==> config.mk <==
export PLATFORM = sky130hd
export DESIGN_NAME = spi_xfer_ctrl
export DESIGN_NICKNAME = d
export VERILOG_FILES = /design/src/rtl/spi_pkg.sv /design/src/rtl/spi_xfer_wdt.sv /design/src/rtl/spi_xfer_ctrl.sv
export SDC_FILE = /design/constraint.sdc
export NUM_CORES = 1
export LEC_CHECK = 0
export CAP_MARGIN = 20
export CORE_ASPECT_RATIO = 0.8
export CORE_MARGIN = 2
export CORE_UTILIZATION = 45
export CTS_CLUSTER_DIAMETER = 80
export DETAILED_ROUTE_END_ITERATION = 10
export DONT_BUFFER_PORTS = 1
export GPL_TIMING_DRIVEN = 0
export HOLD_SLACK_MARGIN = 0.03
export PLACE_DENSITY = 0.7
export SLEW_MARGIN = 20
export SYNTH_ARGS = -nofsm -noshare
export SYNTH_HDL_FRONTEND = slang
export SYNTH_HIERARCHICAL = 1
export SYNTH_SLANG_ARGS = --single-unit
==> constraint.sdc <==
create_clock -name CLK -period 2.3 [get_ports CLK]
set_clock_uncertainty 0.1 [all_clocks]
set_input_delay 0.575 -clock CLK [delete_from_list [all_inputs] [get_ports CLK]]
set_output_delay 0.575 -clock CLK [all_outputs]
set_load 0.005 [all_outputs]
==> src/rtl/spi_pkg.sv <==
// -----------------------------------------------------------------------------
// spi_pkg
// Shared types and default sizes for the SPI burst transfer controller.
//   spi_state_t        : controller FSM state encoding
//   SPI_DWIDTH_DEF     : default word width (TX FIFO, RX FIFO, shift engine)
//   SPI_LEN_WIDTH_DEF  : default burst-length / remaining-counter width
// -----------------------------------------------------------------------------
package spi_pkg;

    localparam int SPI_DWIDTH_DEF    = 8;
    localparam int SPI_LEN_WIDTH_DEF = 4;

    typedef enum logic [2:0] {
        ST_IDLE  = 3'd0,
        ST_FETCH = 3'd1,
        ST_LOAD  = 3'd2,
        ST_SHIFT = 3'd3,
        ST_STORE = 3'd4,
        ST_HOLD  = 3'd5
    } spi_state_t;

endpackage : spi_pkg

==> src/rtl/spi_xfer_wdt.sv <==
// -----------------------------------------------------------------------------
// spi_xfer_wdt
// Shift-engine watchdog. Counts consecutive cycles with 'run' high and flags
// 'expired' on the WDT_CYCLES-th such cycle. The count restarts whenever
// 'run' drops, so every word gets a fresh budget. WDT_CYCLES must be >= 1.
// Ports:
//   clk     in  1  clock, rising edge
//   rst_n   in  1  asynchronous active-low reset
//   run     in  1  controller is waiting in SHIFT
//   expired out 1  budget used up in this cycle
// -----------------------------------------------------------------------------
module spi_xfer_wdt #(
    parameter int WDT_CYCLES = 255
) (
    input  logic clk,
    input  logic rst_n,
    input  logic run,
    output logic expired
);

    localparam int            CW   = (WDT_CYCLES > 1) ? $clog2(WDT_CYCLES + 1) : 1;
    localparam logic [CW-1:0] LAST = CW'(WDT_CYCLES - 1);

    logic [CW-1:0] cnt_reg;

    always_ff @(posedge clk or negedge rst_n) begin
        if (!rst_n) begin
            cnt_reg <= '0;
        end else if (!run) begin
            cnt_reg <= '0;
        end else if (cnt_reg != LAST) begin
            cnt_reg <= cnt_reg + 1'b1;
        end
    end

    assign expired = run && (cnt_reg == LAST);

endmodule : spi_xfer_wdt

==> src/rtl/spi_xfer_ctrl.sv <==
// -----------------------------------------------------------------------------
// spi_xfer_ctrl
// Burst controller between a TX FIFO, an SPI shift engine and an RX FIFO.
// One accepted START moves BURST_LEN words: pop TX word, load and start the
// shifter, capture the received word, push it into the RX FIFO. CS_N is held
// low for the whole burst plus CS_HOLD_CYC cycles (minimum one) afterwards.
//
// Optional feature: define SPI_XFER_WDT_EN to enable the SHIFT watchdog
// (spi_xfer_wdt). On timeout the burst aborts, ERR is set (sticky until the
// next accepted START), no RX push happens, and DONE still pulses.
// Without the macro ERR is tied low and SHIFT waits forever.
//
// Ports:
//   CLK, RESETn           clock / asynchronous active-low reset
//   START, BURST_LEN      burst request (BURST_LEN = 0 is ignored)
//   BUSY, DONE, ERR       status: not idle / burst-end pulse / watchdog abort
//   TX_EMPTY, TX_POP, TX_DATA     TX FIFO side (read data one cycle after pop)
//   RX_FULL, RX_PUSH, RX_DATA     RX FIFO side
//   SH_START, SH_DATA, SH_DONE, SH_RDATA   shift-engine handshake
//   CS_N                  chip select, active low
// -----------------------------------------------------------------------------
module spi_xfer_ctrl
    import spi_pkg::*;
#(
    parameter int DWIDTH      = SPI_DWIDTH_DEF,
    parameter int LEN_WIDTH   = SPI_LEN_WIDTH_DEF,
    parameter int CS_HOLD_CYC = 2,
    parameter int WDT_CYCLES  = 255
) (
    input  logic                 CLK,
    input  logic                 RESETn,
    input  logic                 START,
    input  logic [LEN_WIDTH-1:0] BURST_LEN,
    output logic                 BUSY,
    output logic                 DONE,
    output logic                 ERR,
    input  logic                 TX_EMPTY,
    output logic                 TX_POP,
    input  logic [DWIDTH-1:0]    TX_DATA,
    input  logic                 RX_FULL,
    output logic                 RX_PUSH,
    output logic [DWIDTH-1:0]    RX_DATA,
    output logic                 SH_START,
    output logic [DWIDTH-1:0]    SH_DATA,
    input  logic                 SH_DONE,
    input  logic [DWIDTH-1:0]    SH_RDATA,
    output logic                 CS_N
);

    // A hold setting of 0 still gives one HOLD cycle.
    localparam int             HOLD_EFF  = (CS_HOLD_CYC < 1) ? 1 : CS_HOLD_CYC;
    localparam int             HCW       = (HOLD_EFF > 1) ? $clog2(HOLD_EFF) : 1;
    localparam logic [HCW-1:0] HOLD_LAST = HCW'(HOLD_EFF - 1);

    spi_state_t           state_reg;
    spi_state_t           state_next;
    logic [LEN_WIDTH-1:0] remaining_reg;
    logic [HCW-1:0]       hold_cnt_reg;
    logic [DWIDTH-1:0]    sh_data_reg;
    logic [DWIDTH-1:0]    rx_data_reg;
    logic                 sh_start_reg;
    logic                 done_reg;

    logic accept;
    logic wdt_expired;
    logic wdt_abort;
    logic hold_end;
    logic store_push;

    assign accept     = (state_reg == ST_IDLE) && START && (BURST_LEN != '0);
    assign hold_end   = (state_reg == ST_HOLD) && (hold_cnt_reg == HOLD_LAST);
    assign store_push = (state_reg == ST_STORE) && !RX_FULL;
    // A completion arriving on the last watchdog cycle still wins.
    assign wdt_abort  = (state_reg == ST_SHIFT) && !SH_DONE && wdt_expired;

`ifdef SPI_XFER_WDT_EN
    logic err_reg;

    spi_xfer_wdt #(
        .WDT_CYCLES (WDT_CYCLES)
    ) u_wdt (
        .clk     (CLK),
        .rst_n   (RESETn),
        .run     (state_reg == ST_SHIFT),
        .expired (wdt_expired)
    );

    always_ff @(posedge CLK or negedge RESETn) begin
        if (!RESETn) begin
            err_reg <= 1'b0;
        end else if (accept) begin
            err_reg <= 1'b0;
        end else if (wdt_abort) begin
            err_reg <= 1'b1;
        end
    end

    assign ERR = err_reg;
`else
    assign wdt_expired = 1'b0;
    assign ERR         = 1'b0;
`endif

    // ---------------------------------------------------------------- state
    always_ff @(posedge CLK or negedge RESETn) begin
        if (!RESETn) begin
            state_reg <= ST_IDLE;
        end else begin
            state_reg <= state_next;
        end
    end

    // ----------------------------------------------------------- next state
    always_comb begin
        state_next = state_reg;
        case (state_reg)
            ST_IDLE:  if (accept) state_next = ST_FETCH;
            ST_FETCH: if (!TX_EMPTY) state_next = ST_LOAD;
            ST_LOAD:  state_next = ST_SHIFT;
            ST_SHIFT: begin
                if (SH_DONE) begin
                    state_next = ST_STORE;
                end else if (wdt_abort) begin
                    state_next = ST_IDLE;
                end
            end
            ST_STORE: begin
                if (store_push) begin
                    state_next = (remaining_reg == LEN_WIDTH'(1)) ? ST_HOLD : ST_FETCH;
                end
            end
            ST_HOLD:  if (hold_end) state_next = ST_IDLE;
            default:  state_next = ST_IDLE;
        endcase
    end

    // ------------------------------------------------------------- datapath
    always_ff @(posedge CLK or negedge RESETn) begin
        if (!RESETn) begin
            remaining_reg <= '0;
            hold_cnt_reg  <= '0;
            sh_data_reg   <= '0;
            rx_data_reg   <= '0;
            sh_start_reg  <= 1'b0;
            done_reg      <= 1'b0;
        end else begin
            // TX_DATA is only valid in LOAD, so the shifter word and its start
            // strobe are both registered there and appear together in the
            // first SHIFT cycle.
            sh_start_reg <= (state_reg == ST_LOAD);
            done_reg     <= hold_end || wdt_abort;

            if (state_reg == ST_LOAD) begin
                sh_data_reg <= TX_DATA;
            end
            if ((state_reg == ST_SHIFT) && SH_DONE) begin
                rx_data_reg <= SH_RDATA;
            end

            if (accept) begin
                remaining_reg <= BURST_LEN;
            end else if (wdt_abort) begin
                remaining_reg <= '0;
            end else if (store_push) begin
                remaining_reg <= remaining_reg - 1'b1;
            end

            if (state_reg != ST_HOLD) begin
                hold_cnt_reg <= '0;
            end else if (!hold_end) begin
                hold_cnt_reg <= hold_cnt_reg + 1'b1;
            end
        end
    end

    // -------------------------------------------------------------- outputs
    always_comb begin
        BUSY     = (state_reg != ST_IDLE);
        CS_N     = (state_reg == ST_IDLE);
        TX_POP   = (state_reg == ST_FETCH) && !TX_EMPTY;
        RX_PUSH  = store_push;
        SH_START = sh_start_reg;
        SH_DATA  = sh_data_reg;
        RX_DATA  = rx_data_reg;
        DONE     = done_reg;
    end

endmodule : spi_xfer_ctrl

# Word-level counts from Yosys, hierarchy flattened
# Index checks and enable logic that the tools add are counted.
# totals
word_cells	46
ram_bits	0
memories	0
latch_bits	0
romBits	0
register_bits	26
# classes
n_eq_ne	13
shifts	0
n_bitwise	0
n_reduce_logical	13
n_mux	11
add_sub_neg	2
multipliers	0
n_lt_le_gt_ge	0
n_div	0
# ops
operator	count
two-way mux 3 bit	6
case mux 3 bit (6 select lines)	1
two-way mux 4 bit	2
inequality test 2 bit, second input constant	4
== test 3 x 2 -> 1 bit, second input constant	2
== test 3 bit, second input constant	2
logical AND 1 bit	6
AND reduction 5 bit	1
== test 4 x 1 -> 1 bit, second input constant	1
inequality test 2 x 1 -> 1 bit, second input constant	2
nonzero test 4 bit	1
subtractor 4 x 1 -> 4 bit, second input constant	1
== test 3 x 1 -> 1 bit, second input constant	1
logical NOT 3 bit	1
inequality test 3 bit, second input constant	1
nonzero test 3 bit	1
logical NOT 1 bit	2
two-way mux 1 bit	2
nonzero test 2 bit	1
adder 1 bit, second input constant	1

# Depth between registers and ports, before layout
# depth
word_depth	5
mapped_depth	5

# Worst setup path before layout
# Ideal clock, no wire load.
# synth_timing
path_type	in2out
start	in RX_FULL
end	out RX_PUSH
path_slack_ns	0.467
required_ns	1.625
n_path_buf	0
stages	2
t_arrival_ns	1.158
path_cell_list	or4b_4 clkinv_4
# synth_between
elab_chain_len	2
# synth_lines
item	line_no	text
start: declaration	spi_xfer_ctrl.sv:40	input logic RX_FULL,
logical NOT 1 bit	spi_xfer_ctrl.sv:72	assign store_push = (state_reg == ST_STORE) && !RX_FULL;
logical AND 1 bit	spi_xfer_ctrl.sv:72	
end: declaration	spi_xfer_ctrl.sv:41	output logic RX_PUSH,
# Every way passes these cells.

# Final worst setup path
# layout_timing
start	reg state_reg[1]
end	out RX_PUSH
# layout_between
elab_chain_len	2
# layout_lines
item	line_no	text
start: declaration	spi_xfer_ctrl.sv:55	spi_state_t state_reg;
start signal: assignment	spi_xfer_ctrl.sv:109	state_reg <= state_next;
== test 3 bit	spi_xfer_ctrl.sv:72	
logical AND 1 bit	spi_xfer_ctrl.sv:72	
# Every way passes these cells.

==> impl_results.rst <==
.. list-table::
   :header-rows: 1

   * - Metric
     - Value
   * - Proportion of netlist area held by the largest area contributor
     - 0.544
   * - End of the worst register-to-register path
     - remaining_reg[1]$_DFFE_PN0P_
   * - Crit path capture
     - RX_PUSH
   * - Cell at the slowest stage of the critical path
     - or4b_4
   * - Number of warnings issued by yosys
     - 6
   * - Fraction of the yosys area taken by sequential cells
     - 0.544
   * - Via Count
     - 759
   * - Worst r2r path cells
     - 5
   * - Number of max-slew violations in the final report
     - 0
   * - Number of global-route vias before repair
     - 765
   * - Fraction of final layout cells sized beyond drive strength 1
     - 0.290
   * - Post-Route WL
     - 2.13 mm
   * - Combinational family with the most area after synthesis
     - multiplexers
   * - Cell type with the largest total area after synthesis
     - dfrtp_1
   * - Average cell area after synthesis
     - 12.7 um2
   * - Top fanout value on the critical path
     - 10
   * - Ordered cell list for the critical path
     - buf_6 -> or4b_4 -> clkinv_4
   * - Global-route total usage across every layer
     - 0.151
   * - Type of the worst setup path
     - register to output port
   * - Clock latency at the later pin of the worst-skew pair
     - 0.31 ns
   * - Hold Vio Cnt, Final
     - 0
   * - Routed vias/inst
     - 5.58
   * - Part of the cycle the worst path needs
     - 0.936
   * - Rows
     - 16
   * - Final weighted congestion in routability-driven placement
     - 0.793
   * - Total of max-cap violations
     - 0
   * - Setup crit start kind
     - register
   * - Pin count of the biggest net entering global routing
     - 27
   * - Register bit total from synthesis
     - 26
   * - IO Pins
     - 49
   * - Placeable Area
     - 2480 um2
   * - Antenna violations before repair
     - 0
   * - Root cell of the clock tree
     - clkbuf_4
   * - Post-synthesis compound-gate area fraction
     - 0.0983
   * - Die Span Y
     - 50.1 um
   * - Count of routing violations after the opening detailed-route iteration
     - 27
   * - Post-DP HPWL
     - 1.64 mm
   * - Peak Freq
     - 464 MHz
   * - Area of the die
     - 3090 um2
   * - Unrepaired setup endpoints after global routing
     - false
   * - Biggest area contributors in the synthesized netlist
     - dfrtp_1, mux2_2, a221o_1
   * - Port Buffer Count
     - 0
   * - Cell variety after synth
     - 34
   * - Cell with the most instances after synthesis
     - dfrtp_1
   * - Most used flip-flop cell after synthesis
     - dfrtp_1
   * - Effective utilization at floorplan
     - 0.482
   * - Net Count, Synth
     - 122
   * - Clock tree from TritonCTS
     - done
   * - Hold Crit Class
     - primary input to register
   * - Outcome
     - finished clean
   * - Critical path's largest stage delay
     - 0.57 ns
   * - Total Nets Final
     - 129
   * - Total number of clock tree sinks
     - 26
   * - Worst IR Drop VDD
     - 0.485 mV
   * - Inserted Diodes
     - 0
   * - Crit path required time
     - 1.62 ns
   * - Gate count after technology mapping
     - 94
   * - Num CTS Buffers
     - 3
   * - Post-route ant nets
     - 0
   * - Count of endpoints failing setup in the final report
     - 0
   * - Beginning of the worst register-to-register path
     - state_reg[1]$_DFFE_PN0P_
   * - Synth-to-layout area growth
     - 10.7%
   * - Width of the chip
     - 61.6 um
   * - Clock Path Buffers
     - 2
   * - Count of flip-flops with a built-in enable after synthesis
     - 0
   * - Worst setup slack after layout
     - 0.147 ns
   * - Post-Synthesis Cell Area
     - 1200 um2
   * - Start point of the critical path
     - state_reg[1]$_DFFE_PN0P_
   * - Setup slack after placement
     - 0.452 ns
   * - Number of remaining DRC errors
     - 0
   * - Final global-route overflow total
     - 0
   * - Clock-pin slew reported for the worst setup and hold paths after clock tree synthesis
     - 0.14 ns
   * - Total negative slack for setup checks
     - 0 ns
   * - Drt pass-1 iters
     - 4
   * - Post-synth ARST share
     - 1.00
   * - Basic-gate share of the synthesized area counting and, or, nand and nor cells
     - 0.119
   * - Share of the synthesized netlist area taken by xor and xnor gates
     - 0.00732
   * - Wire per inst
     - 15.7 um
   * - Arrival @ worst endpoint
     - 1.48 ns
   * - Hold wc startpoint
     - SH_RDATA[4]
   * - First-pass GRT wire length
     - 3.47 mm
   * - Leakage Power
     - 0.588 nW
   * - Crit. End Element
     - output port
   * - Minimum setup slack among reg-to-reg paths
     - 0.56 ns
   * - Leading post-synthesis cells by instance count
     - dfrtp_1, mux2_2, inv_1, a221o_1, nor2_1
   * - H-tree Lvls
     - 1
   * - Minimum clock period
     - 2.15 ns
   * - Pwr/cell area
     - 1300 nW/um2
   * - Adder-cell share of the synthesized area
     - 0.0209
   * - Post-synthesis mux area share
     - 0.151
[cell usage in the layout (no fill, tap or decap), drive strengths merged, types with 2 or more instances in the layout]
| cell | n |
|---|---|
| buf | 6 |
| o311ai | 2 |
| nand2 | 3 |
| a21oi | 4 |
| a221o | 4 |
| dfrtp | 26 |
| nor3b | 2 |
| clkbuf | 4 |
| nand2b | 2 |
| or4 | 2 |
| nor2 | 4 |
| mux2 | 16 |
| ha | 2 |
| inv | 5 |
[worst min path at each step]
stage | to | slack (ns) | depth (start not counted)
after floorplan | DONE$_DFF_PN0_ | 0.18 | 0
after global routing | RX_DATA[4]$_DFFE_PN0P_ | 0.25 | 1
after CTS | RX_DATA[4]$_DFFE_PN0P_ | 0.28 | 1
after detailed placement | remaining_reg[1]$_DFFE_PN0P_ | 0.18 | 0
after global placement | remaining_reg[1]$_DFFE_PN0P_ | 0.18 | 0
final | RX_DATA[4]$_DFFE_PN0P_ | 0.28 | 1
[metrics by stage]
stage / total power, mW / cell area (um2) / utilization / cells / hold slack, ns
floorplan: 1.30 / 1200 / - / 94 / 0.179
global placement: 1.39 / 1240 / 0.500 / 130 / 0.180
detailed placement: 1.43 / 1240 / 0.500 / 130 / 0.180
CTS: 1.74 / 1320 / 0.533 / 136 / 0.279
global route: 1.87 / 1320 / 0.533 / 136 / 0.254
finish: 1.73 / 1320 / 0.533 / 136 / 0.284
[final cells by class]
cell class              count  area, um2
clock buffers               3       22.5
inverters                   6       27.5
repair buffers              2       30.0
clock inverters             1       30.0
multi-input cells          56        478
well taps                  36       45.0
fillers                   245       1160
flip-flops and latches     26        651
plain buffers               6       40.0
[critical path, delay by kind of cell, from the launching register on]
family | cells | cell delay (ns)
AND/OR/NAND/NOR | 1 | 0.57
flip-flops | 1 | 0.39
buffers and inverters | 2 | 0.21
[report_power, final]
group	leakage, nW	switching, mW	internal (mW)
combinational	0.243	0.252	0.320
sequential	0.317	0.181	0.670
clock	0.0279	0.128	0.176
total	0.588	0.561	1.17
[kinds of logic (layout without fill, tap and decap cells)]
group,Yosys count,in the layout
AO/OA/AOI/OAI,15,15
adder cells (fa/ha/maj),2,2
other,1,1
XOR/XNOR,1,1
multiplexers,16,16
flip-flops,26,26
AND/OR/NAND/NOR,21,21
buffers and inverters,12,18
[timing repair]
| action | CTS | global route |
|---|---|---|
| setup buffers | 0 | 0 |
| hold endpoints to repair | 26 | 0 |
| hold buffers | 2 | 0 |
| gates resized for setup | 0 | 0 |
[layer usage]
layer	GRT usage	wire length [um]	part of all wire
met1	0.179	912	0.43
met2	0.256	1030	0.48
met3	0.0577	166	0.078
met4	0.0319	21	0.0098
met5	0	0	0
No activity file was read; power rests on OpenSTA's default activity.
